==> src/rtl/multicycle_cu_pkg.sv <==
// Shared types and constants for the multi-cycle control unit.
// FSM states, ALU op encodings and the default multi-cycle op mask.
package cu_pkg;

  typedef enum logic [2:0] {
    IDLE,
    DECODE,
    EXEC,
    WAIT,
    WB
  } state_t;

  localparam int OP_NOT = 0;
  localparam int OP_SHL = 1;
  localparam int OP_SHR = 2;
  localparam int OP_AND = 3;
  localparam int OP_OR  = 4;
  localparam int OP_ADD = 5;

  // SHL and SHR run on the iterative shifter
  localparam logic [31:0] DEF_MULTI_MASK = 32'h0000_0006;

endpackage

==> src/rtl/multicycle_cu_if.sv <==
// Instruction handshake and ALU control bundle of the control unit.
// The master side issues opcodes and reports ALU completion.
interface multicycle_cu_if #(
  parameter int OPCODE_W = 4
);
  localparam int AOP_W = OPCODE_W - 1;

  logic                instr_valid;
  logic                instr_ready;
  logic [OPCODE_W-1:0] opcode;
  logic                alu_done;
  logic [AOP_W-1:0]    alu_op;
  logic                imm_sel;
  logic                alu_start;
  logic                reg_en;
  logic                busy;
  logic                done;
  logic                illegal;
  logic                timeout;

  modport master (
    output instr_valid, opcode, alu_done,
    input  instr_ready, alu_op, imm_sel, alu_start,
    input  reg_en, busy, done, illegal, timeout
  );

  modport slave (
    input  instr_valid, opcode, alu_done,
    output instr_ready, alu_op, imm_sel, alu_start,
    output reg_en, busy, done, illegal, timeout
  );

endinterface

==> src/rtl/multicycle_cu_op_decode.sv <==
// ALU op field classifier: legality and multi-cycle flag.
// Shared with the assembler checker.
module cu_op_decode
  import cu_pkg::*;
#(
  parameter int          AOP_W      = 3,
  parameter int          NUM_OPS    = 6,
  parameter logic [31:0] MULTI_MASK = DEF_MULTI_MASK
) (
  input  logic [AOP_W-1:0] op,
  output logic             is_legal,
  output logic             is_multi
);

  localparam int N = 2 ** AOP_W;
  localparam logic [N-1:0] MASK = MULTI_MASK[N-1:0];

  always_comb begin
    is_legal = 32'(op) < 32'(NUM_OPS);
    is_multi = is_legal & MASK[op];
  end

endmodule

==> src/rtl/multicycle_cu.sv <==
// Sequential control unit: accept, decode, execute, wait, write back.
// Every output is a flop loaded from the next-state decision.
module multicycle_cu
  import cu_pkg::*;
#(
  parameter int          OPCODE_W   = 4,
  parameter int          NUM_OPS    = 6,
  parameter logic [31:0] MULTI_MASK = DEF_MULTI_MASK,
  parameter int          TIMEOUT    = 16
) (
  input  logic                  clk,
  input  logic                  rst_n,
  multicycle_cu_if.slave        bus
);

  localparam int AOP_W = OPCODE_W - 1;
  localparam int CNT_W = $clog2(TIMEOUT + 1);
  localparam logic [CNT_W-1:0] CNT_LAST = CNT_W'(TIMEOUT - 1);

  state_t              state;
  state_t              state_nx;
  logic [OPCODE_W-1:0] op_q;
  logic [CNT_W-1:0]    cnt;
  logic                is_legal;
  logic                is_multi;
  logic                accept;
  logic                expired;

  logic                ready_q, ready_nx;
  logic                busy_q, busy_nx;
  logic                start_q, start_nx;
  logic                wb_q, wb_nx;
  logic                ill_q, ill_nx;
  logic                to_q, to_nx;
  logic [AOP_W-1:0]    aop_q;
  logic                imm_q;

  cu_op_decode #(
    .AOP_W      (AOP_W),
    .NUM_OPS    (NUM_OPS),
    .MULTI_MASK (MULTI_MASK)
  ) u_dec (
    .op       (op_q[AOP_W-1:0]),
    .is_legal (is_legal),
    .is_multi (is_multi)
  );

  assign accept  = bus.instr_valid & ready_q;
  assign expired = cnt == CNT_LAST;

  always_ff @(posedge clk) begin
    if (!rst_n) state <= IDLE;
    else        state <= state_nx;
  end

  always_comb begin
    state_nx = state;
    unique case (state)
      IDLE:    if (accept) state_nx = DECODE;
      DECODE:  state_nx = is_legal ? EXEC : IDLE;
      EXEC:    state_nx = is_multi ? WAIT : WB;
      WAIT: begin
        // a completion on the last allowed cycle still counts
        if (bus.alu_done)  state_nx = WB;
        else if (expired)  state_nx = IDLE;
      end
      WB:      state_nx = IDLE;
      default: state_nx = IDLE;
    endcase
  end

  always_comb begin
    ready_nx = state_nx == IDLE;
    busy_nx  = state_nx != IDLE;
    start_nx = state_nx == EXEC;
    wb_nx    = state_nx == WB;
    ill_nx   = (state == DECODE) & ~is_legal;
    to_nx    = (state == WAIT) & ~bus.alu_done & expired;
  end

  always_ff @(posedge clk) begin
    if (!rst_n) begin
      ready_q <= 1'b1;
      busy_q  <= 1'b0;
      start_q <= 1'b0;
      wb_q    <= 1'b0;
      ill_q   <= 1'b0;
      to_q    <= 1'b0;
      aop_q   <= '0;
      imm_q   <= 1'b0;
      op_q    <= '0;
      cnt     <= '0;
    end else begin
      ready_q <= ready_nx;
      busy_q  <= busy_nx;
      start_q <= start_nx;
      wb_q    <= wb_nx;
      ill_q   <= ill_nx;
      to_q    <= to_nx;
      if (accept) op_q <= bus.opcode;
      if (state == DECODE) begin
        aop_q <= op_q[AOP_W-1:0];
        imm_q <= op_q[OPCODE_W-1];
      end
      if (state == EXEC)      cnt <= '0;
      else if (state == WAIT) cnt <= cnt + CNT_W'(1);
    end
  end

  assign bus.instr_ready = ready_q;
  assign bus.busy        = busy_q;
  assign bus.alu_start   = start_q;
  assign bus.reg_en      = wb_q;
  assign bus.done        = wb_q;
  assign bus.illegal     = ill_q;
  assign bus.timeout     = to_q;
  assign bus.alu_op      = aop_q;
  assign bus.imm_sel     = imm_q;

endmodule

==> src/flat_wrapper.sv <==
// flat-port wrapper written by rule: the top's interface ports become plain ports
module multicycle_cu_flat import cu_pkg::*;
#(
  parameter int          OPCODE_W   = 4,
  parameter int          NUM_OPS    = 6,
  parameter logic [31:0] MULTI_MASK = DEF_MULTI_MASK,
  parameter int          TIMEOUT    = 16
)
  (clk, rst_n, bus_instr_valid, bus_opcode, bus_alu_done, bus_instr_ready, bus_alu_op, bus_imm_sel, bus_alu_start, bus_reg_en, bus_busy, bus_done, bus_illegal, bus_timeout);
  multicycle_cu_if #(.OPCODE_W(OPCODE_W)) bus_i ();
  input  logic clk;
  input  logic rst_n;
  input wire logic [$bits(bus_i.instr_valid)-1:0] bus_instr_valid;
  input wire logic [$bits(bus_i.opcode)-1:0] bus_opcode;
  input wire logic [$bits(bus_i.alu_done)-1:0] bus_alu_done;
  output wire logic [$bits(bus_i.instr_ready)-1:0] bus_instr_ready;
  output wire logic [$bits(bus_i.alu_op)-1:0] bus_alu_op;
  output wire logic [$bits(bus_i.imm_sel)-1:0] bus_imm_sel;
  output wire logic [$bits(bus_i.alu_start)-1:0] bus_alu_start;
  output wire logic [$bits(bus_i.reg_en)-1:0] bus_reg_en;
  output wire logic [$bits(bus_i.busy)-1:0] bus_busy;
  output wire logic [$bits(bus_i.done)-1:0] bus_done;
  output wire logic [$bits(bus_i.illegal)-1:0] bus_illegal;
  output wire logic [$bits(bus_i.timeout)-1:0] bus_timeout;
  assign bus_i.instr_valid = bus_instr_valid;
  assign bus_i.opcode = bus_opcode;
  assign bus_i.alu_done = bus_alu_done;
  assign bus_instr_ready = bus_i.instr_ready;
  assign bus_alu_op = bus_i.alu_op;
  assign bus_imm_sel = bus_i.imm_sel;
  assign bus_alu_start = bus_i.alu_start;
  assign bus_reg_en = bus_i.reg_en;
  assign bus_busy = bus_i.busy;
  assign bus_done = bus_i.done;
  assign bus_illegal = bus_i.illegal;
  assign bus_timeout = bus_i.timeout;
  multicycle_cu #(.OPCODE_W(OPCODE_W), .NUM_OPS(NUM_OPS), .MULTI_MASK(MULTI_MASK), .TIMEOUT(TIMEOUT)) u_core (.clk(clk), .rst_n(rst_n), .bus(bus_i));
endmodule
==> config.mk <==
export PLATFORM = sky130hd
export DESIGN_NAME = multicycle_cu_flat
export DESIGN_NICKNAME = d
export VERILOG_FILES = /design/src/rtl/multicycle_cu_pkg.sv /design/src/rtl/multicycle_cu_if.sv /design/src/rtl/multicycle_cu_op_decode.sv /design/src/rtl/multicycle_cu.sv /design/src/flat_wrapper.sv
export SDC_FILE = /design/constraint.sdc
export NUM_CORES = 1
export LEC_CHECK = 0
export BUFFER_PORTS_ARGS = -buffer_cell sky130_fd_sc_hd__buf_2
export CORE_MARGIN = 3
export CORE_UTILIZATION = 49
export CTS_CLUSTER_SIZE = 30
export DETAILED_ROUTE_END_ITERATION = 7
export HOLD_SLACK_MARGIN = 0.12
export PLACE_DENSITY = 0.73
export SLEW_MARGIN = 20
export SYNTH_ARGS = -nofsm -noshare
export SYNTH_HDL_FRONTEND = slang
export SYNTH_SLANG_ARGS = --single-unit
==> constraint.sdc <==
create_clock -name clk -period 1.73 [get_ports clk]
set_clock_uncertainty 0.2 [all_clocks]
set_input_delay 0.2595 -clock clk [delete_from_list [all_inputs] [get_ports clk]]
set_output_delay 0.2595 -clock clk [all_outputs]
set_load 0.02 [all_outputs]
# [After elaboration in Yosys (flattened, before gate mapping)]
# Memories as Yosys holds them, arrays and structs flattened. A register that Yosys moved wholly into a read port is not among the register bits.
# Cells that the tools add are included.
[classes] addsub=1 magnitude_cmp=2 n_eq_ne=6 muxes=9 bitwise_logic=8 n_reduce_logical=4
[ops] op="two-way mux 3 bit" count=6
[ops] op="one-hot mux 3 bit (4 select lines)" count=1
[ops] op="== test 3 x 2 -> 1 bit, second input constant" count=3
[ops] op="zero test 3 bit" count=2
[ops] op="adder 5 x 1 -> 5 bit, second input constant" count=1
[ops] op="bitwise AND 1 bit" count=5
[ops] op="== test 5 x 4 -> 1 bit, second input constant" count=1
[ops] op="less-than comparator 3 x 4 -> 1 bit, second input constant" count=1
[ops] op="== test 3 x 1 -> 1 bit, second input constant" count=1
[ops] op="== test 3 bit, second input constant" count=1
[ops] op="less-than comparator 3 bit, second input constant" count=1
[ops] op="inverter 1 bit" count=3
[ops] op="nonzero test 3 bit" count=1
[ops] op="two-way mux 2 bit" count=1
[ops] op="OR reduction 2 bit" count=1
[ops] op="two-way mux 1 bit" count=1
[word_totals] register_bits=22 romBits=8 in_bits=8 output_inout_bits=11 elab_cells=42 n_memories=1
[mem_list] memory="(name not given)" words=8 word_bits=1 rd=1 rd_clocked_by_memory_dff=1 wr=0 line_no="multicycle_cu_op_decode.sv:20" source="is_multi = is_legal & MASK[op];"

# [Depth between registers and ports, before layout]
# Gate-level depths: netlist of run 1.
[depth] depth_word=6 depth_mapped=6 ltp_nobuf=6

# [Hierarchy]
# A second synthesis of run 1 with hierarchy kept.
[hier_totals] hier_cells=97 area_unflattened_um2=932.1
[modules_own_cells] module="multicycle_cu" n_inst=1 cells_each=94 area_per_inst_um2=915.9
[modules_own_cells] module="cu_op_decode" n_inst=1 cells_each=3 area_per_inst_um2=16.3

# [Worst setup path before layout of run 1]
# OpenSTA, ideal clock, no wires.
[synth_timing] path_type="reg2reg" startpoint="register u_core.cnt[0]" endpoint="register u_core.state[0]" setup_time_ns=0.059 arrival_time_ns=1.306 slack_ns=0.165 path_stages_with_launch=7 n_path_buf=0 cell_sequence="dfxtp_1 > ha_1 > and3_1 > ha_1 > nand2b_1 > a21oi_1 > o21a_1"
[synth_via] elab_chain_len=4
[synth_rtl] element="start, declared" line_no="multicycle_cu.sv:23" source="logic [CNT_W-1:0] cnt;"
[synth_rtl] element="start signal, assigned" line_no="multicycle_cu.sv:106" source="else if (state == WAIT) cnt <= cnt + CNT_W'(1);"
[synth_rtl] element="== test 5 x 4 -> 1 bit" line_no="multicycle_cu.sv:49" source="assign expired = cnt == CNT_LAST;"
[synth_rtl] element="two-way mux 3 bit" line_no="multicycle_cu.sv:65" source="else if (expired) state_nx = IDLE;"
[synth_rtl] element="two-way mux 3 bit" line_no="multicycle_cu.sv:64" source="if (bus.alu_done) state_nx = WB;"
[synth_rtl] element="one-hot mux 3 bit (4 select lines)" line_no="multicycle_cu.sv:58" source="unique case (state)"
[synth_rtl] element="end signal, assigned" line_no="multicycle_cu.sv:53" source="else state <= state_nx;"
[synth_rtl] element="end, declared" line_no="multicycle_cu.sv:20" source="state_t state;"
# No other way between the ends.
# A chain may end at the register's enable or synchronous reset.

==> flow_summary.toml, run 1 <==
[routing]
drt_iter0_markers = 11
wl_mm = 1.642
postRouteAntennaNets = 0
drc = 0
first_pass_iters = 2
via_count = 747
vias_per_cell = 4.947
avgRoutedWirePerCell_um = 10.87

[clock_tree]
cts_htree_levels = 1
root_buffer = "clkbuf_4"
path_clk_slew_ns = 0.12
max-clock-path-buffers = 2
cts_buffers = 3
clkSinkCount = 23
insertion_delay_ns = 0.31
cts_tree = "built"

[logic_synthesis]
yosysSeqAreaShare_pct = 49.93
synth_ff_type = "dfxtp_1"
synth_area_leader_cell = "dfxtp_1"
synth_fp_nets = 107
synth-edff-count = 0
synth_cell_type_count = 32
synth_area_leaders = "dfxtp_1 50%, nand2_1 6.1%, mux2i_1 4.3%, ha_1 2.7%, nand2b_1 2.7%"
ys_seq_elements = 23
ys_warn_count = 0
syn_inst = 97
async_flop_share_pct = 0
synth_top_area_share_pct = 49.93
avgSynthCellArea_sq_um = 9.507
syn_area_sq_um = 922.1

[layout]
layout_common_cells = "22 x dfxtp_1, 18 x buf_2, 15 x nand2_1, 8 x dlygate4sd3_1"
drive_gt1_share_pct = 25.40
mostFrequentLayoutCell = "dfxtp_1"
nNetsFinal = 137
diodes = 0
syn_to_final_growth_pct = 25.24
final.fill_count = 154
final_core_util_pct = 66.16

[timing]
timing.final.crit_share_pct = 94.82
fin_setup_tns_ns = 0
worst_slew_pin_slew_ns = 0.4899
hold_violations = 0
setup_violations = 0
slew_headroom_pct = 67.04
maxSlewViolCount = 0
rsz0062_at_grt = "false"
maxClockFrequency_mhz = 609.6
period_needed_ns = 1.640

[critical_path]
critPathMaxFanout = 2
crit_top_cell = "dlygate4sd3_1"
path_cells = "dlygate4sd3_1 -> buf_2 -> nand4_1 -> o21ai_0 -> dlygate4sd3_1"
r2r_cells = 6
worstSetupPathType = "in2reg"
cp-start-kind = "input port"
end_kind = "flop"
r2r_start = "u_core.cnt[0]$_SDFFE_PP0N_"
critPathMaxStageDelay_ns = 0.57
crit_slowest_cell = "dlygate4sd3_1"
rrSetupSlack_ns = 0.09
crit_family = "buffers and inverters"
rr_endpoint = "u_core.state[0]$_SDFF_PN0_"
crit_buf_inv = 3
cp.arrival_ns = 1.66
worstPathRequired_ns = 1.74

[worst_hold_path]
holdPathStages = 4
hp-class = "in2reg"
holdPathEnd = "u_core.op_q[2]$_SDFFE_PN0P_"
min-delay-start = "bus_instr_valid"

[floorplan]
core_sq_um = 1745
die_y_um = 49.38
rows = 15
initial_utilization_pct = 52.83
die_w_um = 49.38
dieArea_sq_um = 2438
pin_count = 19

[place]
place.gp.congestion = 0.8383
io_buffer_count = 18
place_hpwl_mm = 1.179

[power_and_ir_drop]
ir_drop_mv = 0.4558
leakage_nw = 0.4809
powerDensity_nw_per_um2 = 842.7

[global_routing]
track_usage_pct = 16.08
grt_pass1_vias = 703
antenna_found_initial = 0
grt-ovfl-total = 0
grt_pass1_wl_mm = 2.946
grt_max_degree = 14

[run]
cap_violations = 0

[outcome]
status = "complete, no violations"
worst max-delay path by stage:
stage,from,endpoint,depth (start not counted)
floorplan,u_core.cnt[0]$_SDFFE_PP0N_,u_core.state[0]$_SDFF_PN0_,6
global placement,u_core.cnt[0]$_SDFFE_PP0N_,u_core.state[0]$_SDFF_PN0_,6
detailed placement,u_core.cnt[0]$_SDFFE_PP0N_,u_core.state[1]$_SDFF_PN0_,6
CTS,u_core.cnt[0]$_SDFFE_PP0N_,u_core.state[0]$_SDFF_PN0_,6
global route,u_core.cnt[0]$_SDFFE_PP0N_,u_core.state[1]$_SDFF_PN0_,6
finish,bus_opcode[0],u_core.op_q[0]$_SDFFE_PN0P_,5
registers in the layout (all words and copies together) (netlist names), named ones only:
register and count:
u_core.bus.done 1, u_core.bus.instr_ready 1, u_core.bus.alu_start 1, u_core.bus.illegal 1
u_core.state 3, u_core.op_q 4, u_core.bus.imm_sel 1, u_core.bus.busy 1
u_core.cnt 5, u_core.bus.timeout 1, u_core.bus.alu_op 3
per-layer routing:
metal	global-route usage [%]	share of wire [%]
met1	20.30	52
met2	24.11	41
met3	3.670	4.2
met4	11.06	2.2
met5	0	0
area by class of cell:
cell class	count	area, sq um	share of cell area (%)
Sequential cell	23	461.7	39.98
Multi-Input combinational cell	69	441.7	38.24
Timing Repair Buffer	28	185.2	16.03
Tap cell	25	31.28	2.709
Clock buffer	3	22.52	1.950
Inverter	2	7.507	0.6501
Clock inverter	1	5.005	0.4334
tightest hold or removal path, cell delays in order:
cell	delay (ns)
buf_2	0.11
nand2_1	0.10
nand2_1	0.07
a21boi_0	0.09
cells by family (layout without fill, tap and decap cells):
family / after synthesis / in the layout / share of synthesized area (%)
simple gates: 44 / 44 / 26.46
flops: 23 / 23 / 49.93
compound gates: 18 / 18 / 13.03
buf+inv: 5 / 34 / 2.577
mux: 4 / 4 / 4.342
fa+ha+maj: 2 / 2 / 2.713
xor+xnor: 1 / 1 / 0.9500
report_power, final:
part / switching (mW) / internal [mW]
Sequential: 0.0211 / 0.558
Combinational: 0.0798 / 0.0728
Clock: 0.155 / 0.0864
Total: 0.256 / 0.717
Yosys cell counts, types with 2 or more instances:
| master | instances |
|---|---|
| nand2b_1 | 4 |
| ha_1 | 2 |
| and2_1 | 2 |
| o21a_1 | 3 |
| nand3_1 | 3 |
| nand4_1 | 2 |
| dfxtp_1 | 23 |
| and2_4 | 2 |
| nand2_1 | 15 |
| mux2i_1 | 4 |
| o21ai_0 | 4 |
| nor3b_1 | 2 |
| a21boi_0 | 3 |
| a21oi_1 | 4 |
| nor2_1 | 4 |
| nor2b_1 | 4 |
what timing repair did:
action	CTS	global route
endpoints found under the setup margin	0	2
endpoints found under the hold margin	11	0
gates resized for setup	0	2
buffers inserted	0	1
hold buffers	8	0
per-stage QoR:
step                      hold WS [ns]  total power, mW  cell area, sq um  setup WS, ns  instances
after floorplan                 0.2044           0.6856             922.1        0.1652         97
after global placement          0.2542           0.7235              1035        0.1273        138
after detailed placement        0.2653           0.7258              1035       0.08816        138
after CTS                       0.1558           0.9879              1142       0.05685        150
after global routing            0.1581            1.030              1155      0.003462        151
final                           0.1685           0.9732              1155       0.08959        151
Power figures use the tool's default switching activity.
==> inputs of run 2 (changes only) <==
--- a/config.mk
+++ b/config.mk
@@ -5,6 +5,7 @@
 export SDC_FILE = /design/constraint.sdc
 export NUM_CORES = 1
 export LEC_CHECK = 0
+export ABC_AREA = 1
 export BUFFER_PORTS_ARGS = -buffer_cell sky130_fd_sc_hd__buf_2
 export CORE_MARGIN = 3
 export CORE_UTILIZATION = 49
==> flow_summary.toml, run 2 <==
[place]
dpl_worst_slack_ns = 0.1013
place_hpwl_mm = 1.219
place.gp.congestion = 0.7779
io_buffer_count = 18

[logic_synthesis]
synth_fp_nets = 131
syn_inst = 121
syn_area_sq_um = 922.1
yosysMostFrequentCell = "nand2_1"
synth_common_cells = "26 x nand2_1, 23 x dfxtp_1, 19 x inv_1"
synth_area_leader_cell = "dfxtp_1"
ys_warn_count = 0
async_flop_share_pct = 0
synth_area_leaders = "dfxtp_1 50%, nand2_1 11%, inv_1 7.7%, nor2_1 6.5%, nand3_1 4.9%"
synth_top_area_share_pct = 49.93
ys_seq_elements = 23
synth_ff_type = "dfxtp_1"
avgSynthCellArea_sq_um = 7.621
synth-edff-count = 0
yosysSeqAreaShare_pct = 49.93
synth_cell_type_count = 18

[timing]
hold_violations = 0
timing.final.ws_setup_ns = 0.08782
setup_violations = 0
maxSlewViolCount = 0
maxClockFrequency_mhz = 608.9
fin_setup_tns_ns = 0
period_needed_ns = 1.642
rsz0062_at_grt = "false"
timing.final.crit_share_pct = 94.92
worst_slew_pin_slew_ns = 0.2318
slew_headroom_pct = 84.51
holdWs_ns = 0.2187

[global_routing]
grt_pass1_vias = 662
grt-ovfl-total = 0
antenna_found_initial = 0
grt_pass1_wl_mm = 2.925
grt_max_degree = 13
track_usage_pct = 15.28

[layout]
layout_common_cells = "26 x nand2_1, 21 x dfxtp_1, 19 x inv_1, 17 x buf_2, 16 x nor2_1"
nNetsFinal = 160
syn_to_final_growth_pct = 24.15
final.fill_count = 157
largest-register = "u_core.cnt"
drive_gt1_share_pct = 22.82
largest_reg_flops = 5
reg.largest.list = "u_core.cnt: 5 flops, u_core.op_q: 4 flops"
mostFrequentLayoutCell = "nand2_1"
diodes = 0

[clock_tree]
clkSinkCount = 23
insertion_delay_ns = 0.30
cts_buffers = 3
path_clk_slew_ns = 0.13
cts_htree_levels = 1
root_buffer = "clkbuf_4"
max-clock-path-buffers = 2
cts_tree = "built"

[routing]
via_count = 784
wl_mm = 1.806
vias_per_cell = 4.506
drc = 0
drt_iter0_markers = 16
first_pass_iters = 4
postRouteAntennaNets = 0
avgRoutedWirePerCell_um = 10.38

[power_and_ir_drop]
ir_drop_mv = 0.7259
total_power_mw = 1.111
powerDensity_nw_per_um2 = 970.8
leakage_nw = 0.5781

[critical_path]
critPathMaxFanout = 12
worstPathRequired_ns = 1.75
worstSetupPathType = "in2reg"
cp-start-kind = "input port"
end_kind = "flop"
cp.arrival_ns = 1.66

[floorplan]
die_y_um = 49.38
die_w_um = 49.38
pin_count = 19
dieArea_sq_um = 2438
rows = 15
core_sq_um = 1745
initial_utilization_pct = 52.83

[outcome]
status = "complete, no violations"

[run]
cap_violations = 0

[worst_hold_path]
hp-class = "in2reg"
==> run 2: logic make-up (layout without fill, tap and decap cells) <==
group | Yosys count | count (layout) | synth area share [%]
AOI/OAI and AO/OA | 14 | 14 | 8.278
and+or+nand+nor | 58 | 58 | 27.95
buffers and inverters | 23 | 51 | 10.18
adders and majority gates | 2 | 2 | 2.713
DFF | 23 | 23 | 49.93
xor gates and xnor gates | 1 | 1 | 0.9500
==> run 2: metal layers <==
metal  up-vias  GRT usage, %  wire, um
li1        428             -         -
met1       342         20.57       854
met2        14         24.33       885
met3         0         3.670        67
met4         0         4.147         0
met5         -             0         0
==> run 2: timing repair <==
action	CTS	global route
hold endpoints to repair	10	0
buffers inserted	0	0
gates resized for setup	0	7
hold buffers	7	0
endpoints found under the setup margin	0	3
==> run 2: report_power, final <==
group | leakage, nW | internal (mW) | switching (mW)
Combinational | 0.374 | 0.0923 | 0.156
Clock | 0.0150 | 0.0898 | 0.154
Sequential | 0.189 | 0.590 | 0.0305
==> run 2: final timing paths <==
kind	from	end	slack, ns	depth (start not counted)
setup / recovery	rst_n	u_core.op_q[3]$_SDFFE_PN0P_	0.09	5
hold / removal	bus_instr_valid	u_core.op_q[1]$_SDFFE_PN0P_	0.22	5
setup reg to reg	u_core.cnt[0]$_SDFFE_PP0N_	u_core.bus.instr_ready$_SDFF_PN1_	0.09	10
hold reg to reg	u_core.cnt[3]$_SDFFE_PP0N_	u_core.cnt[3]$_SDFFE_PP0N_	0.27	2
==> run 2: critical path, stage by stage <==
cell,delay (ns)
dlygate4sd3_1,0.53
buf_4,0.18
o21ai_1,0.09
dlygate4sd3_1,0.57
nor2_1,0.04
==> run 2: through the flow <==
stage / instance area, sq um / utilization (%) / instances
global route: 1145 / 65.59 / 174
detailed placement: 1036 / 59.35 / 163
CTS: 1132 / 64.87 / 174
floorplan: 922.1 / - / 121
finish: 1145 / 65.59 / 174
global placement: 1036 / 59.35 / 163
==> run 2: cell type report <==
| cell class | count | area, sq um | share of cell area [%] |
|---|---|---|---|
| inverter | 21 | 78.83 | 6.885 |
| timing repair buffer | 26 | 170.2 | 14.86 |
| tap | 25 | 31.28 | 2.732 |
| clock buffer | 4 | 26.28 | 2.295 |
| multi-input combinational | 75 | 375.4 | 32.79 |
| sequential | 23 | 462.9 | 40.44 |
==> inputs of run 3 (changes only) <==
--- a/config.mk
+++ b/config.mk
@@ -7,7 +7,6 @@
 export LEC_CHECK = 0
 export ABC_AREA = 1
 export BUFFER_PORTS_ARGS = -buffer_cell sky130_fd_sc_hd__buf_2
-export CORE_MARGIN = 3
 export CORE_UTILIZATION = 49
 export CTS_CLUSTER_SIZE = 30
 export DETAILED_ROUTE_END_ITERATION = 7
==> flow_summary.toml, run 3 (synthesis gave the netlist of run 2 again) <==
[power_and_ir_drop]
leakage_nw = 0.5830
total_power_mw = 1.117
powerDensity_nw_per_um2 = 954.5
ir_drop_mv = 0.6153

[floorplan]
initial_utilization_pct = 52.83
core_sq_um = 1745
die_w_um = 45.38
rows = 15
pin_count = 19
die_y_um = 45.38
dieArea_sq_um = 2059

[clock_tree]
insertion_delay_ns = 0.31
post_cts_buffers = 0
cts_tree = "built"
root_buffer = "clkbuf_4"
clkSinkCount = 23
cts_buffers = 3
path_clk_slew_ns = 0.12
max-clock-path-buffers = 2
cts_htree_levels = 1

[timing]
setup_violations = 0
rsz0062_at_grt = "false"
hold_violations = 0
maxSlewViolCount = 0
fin_setup_tns_ns = 0
timing.final.crit_share_pct = 95.94
slew_headroom_pct = 84.47
period_needed_ns = 1.660
maxClockFrequency_mhz = 602.5
worst_slew_pin_slew_ns = 0.2324

[layout]
reg.largest.list = "u_core.cnt: 5 flops, u_core.op_q: 4 flops"
layout_common_cells = "25 x nand2_1, 21 x dfxtp_1, 18 x inv_1, 17 x buf_2, 15 x nor2_1"
syn_to_final_growth_pct = 26.87
diodes = 0
largest_reg_flops = 5
drive_gt1_share_pct = 26.17
final.fill_count = 156
mostFrequentLayoutCell = "nand2_1"
largest-register = "u_core.cnt"
nNetsFinal = 160

[global_routing]
track_usage_pct = 18.17
grt_pass1_wl_mm = 2.691
grt_util_met3_pct = 3.571
grtUsageMet1_pct = 22.58
grt_pass1_vias = 675
grt_busiest_layer = "met2"
grtUsageMet2_pct = 30.57
grt-ovfl-total = 0
grt_max_degree = 13
antenna_found_initial = 0

[routing]
drt_iter0_markers = 18
drc = 0
postRouteAntennaNets = 0
vias_per_cell = 4.534
wl_mm = 1.725
avgRoutedWirePerCell_um = 9.914
first_pass_iters = 4
via_count = 789

[place]
place_hpwl_mm = 1.203
io_buffer_count = 18
place.gp.congestion = 0.8033

[run]
cap_violations = 0

[critical_path]
worstSetupPathType = "in2reg"
critPathMaxFanout = 12
cp-start-kind = "input port"
end_kind = "flop"
worstPathRequired_ns = 1.79
cp.arrival_ns = 1.72

[worst_hold_path]
hp-class = "in2reg"

[outcome]
status = "complete, no violations"
-- run 3: final timing paths --
path	from	end	slack (ns)	cells after the start
worst min register to register	u_core.op_q[0]$_SDFFE_PN0P_	u_core.bus.alu_op[0]$_SDFFE_PN0N_	0.27	2
worst max register to register	u_core.bus.instr_ready$_SDFF_PN1_	u_core.op_q[3]$_SDFFE_PN0P_	0.13	4
worst max-delay path	rst_n	u_core.op_q[3]$_SDFFE_PN0P_	0.07	5
worst min-delay path	bus_instr_valid	u_core.op_q[1]$_SDFFE_PN0P_	0.22	5
-- run 3: metal layers --
metal  vias up  wire [um]
met4         0         15
met3         2         68
met1       345        805
li1        428          -
met5         -          0
met2        14        836
-- run 3: where the power goes --
group / switching [mW] / internal [mW]
logic: 0.155 / 0.0950
clock network: 0.155 / 0.0901
registers: 0.0317 / 0.589
-- run 3: layout make-up --
class                   count  area, sq um  area share [%]
multi-input cells          75        397.9           34.01
well taps                  25        31.28           2.674
clock buffers               4        26.28           2.246
inverters                  21        78.83           6.738
flip-flops and latches     23        465.4           39.79
repair buffers             26        170.2           14.55
-- run 3: stage by stage --
step	util (%)	hold slack, ns	std cells	cell area [sq um]	setup WS [ns]
after floorplan	-	0.1309	121	922.1	0.1970
after global placement	59.35	0.2434	163	1036	0.1279
after detailed placement	59.35	0.2583	163	1036	0.06958
after CTS	64.87	0.2099	174	1132	0.03491
after global routing	67.03	0.2693	174	1170	0.01120
final	67.03	0.2228	174	1170	0.07028
-- run 3: worst max-delay path, stage by stage --
cell and delay (ns):
dlygate4sd3_1 0.53, buf_4 0.18, o21ai_0 0.10, dlygate4sd3_1 0.57, nor2_1 0.08
-- run 3: timing repair --
| action | in CTS | in global routing |
|---|---|---|
| endpoints found under the hold margin | 11 | 0 |
| hold buffers | 7 | 0 |
| gates resized for setup | 0 | 13 |
| endpoints found under the setup margin | 0 | 3 |
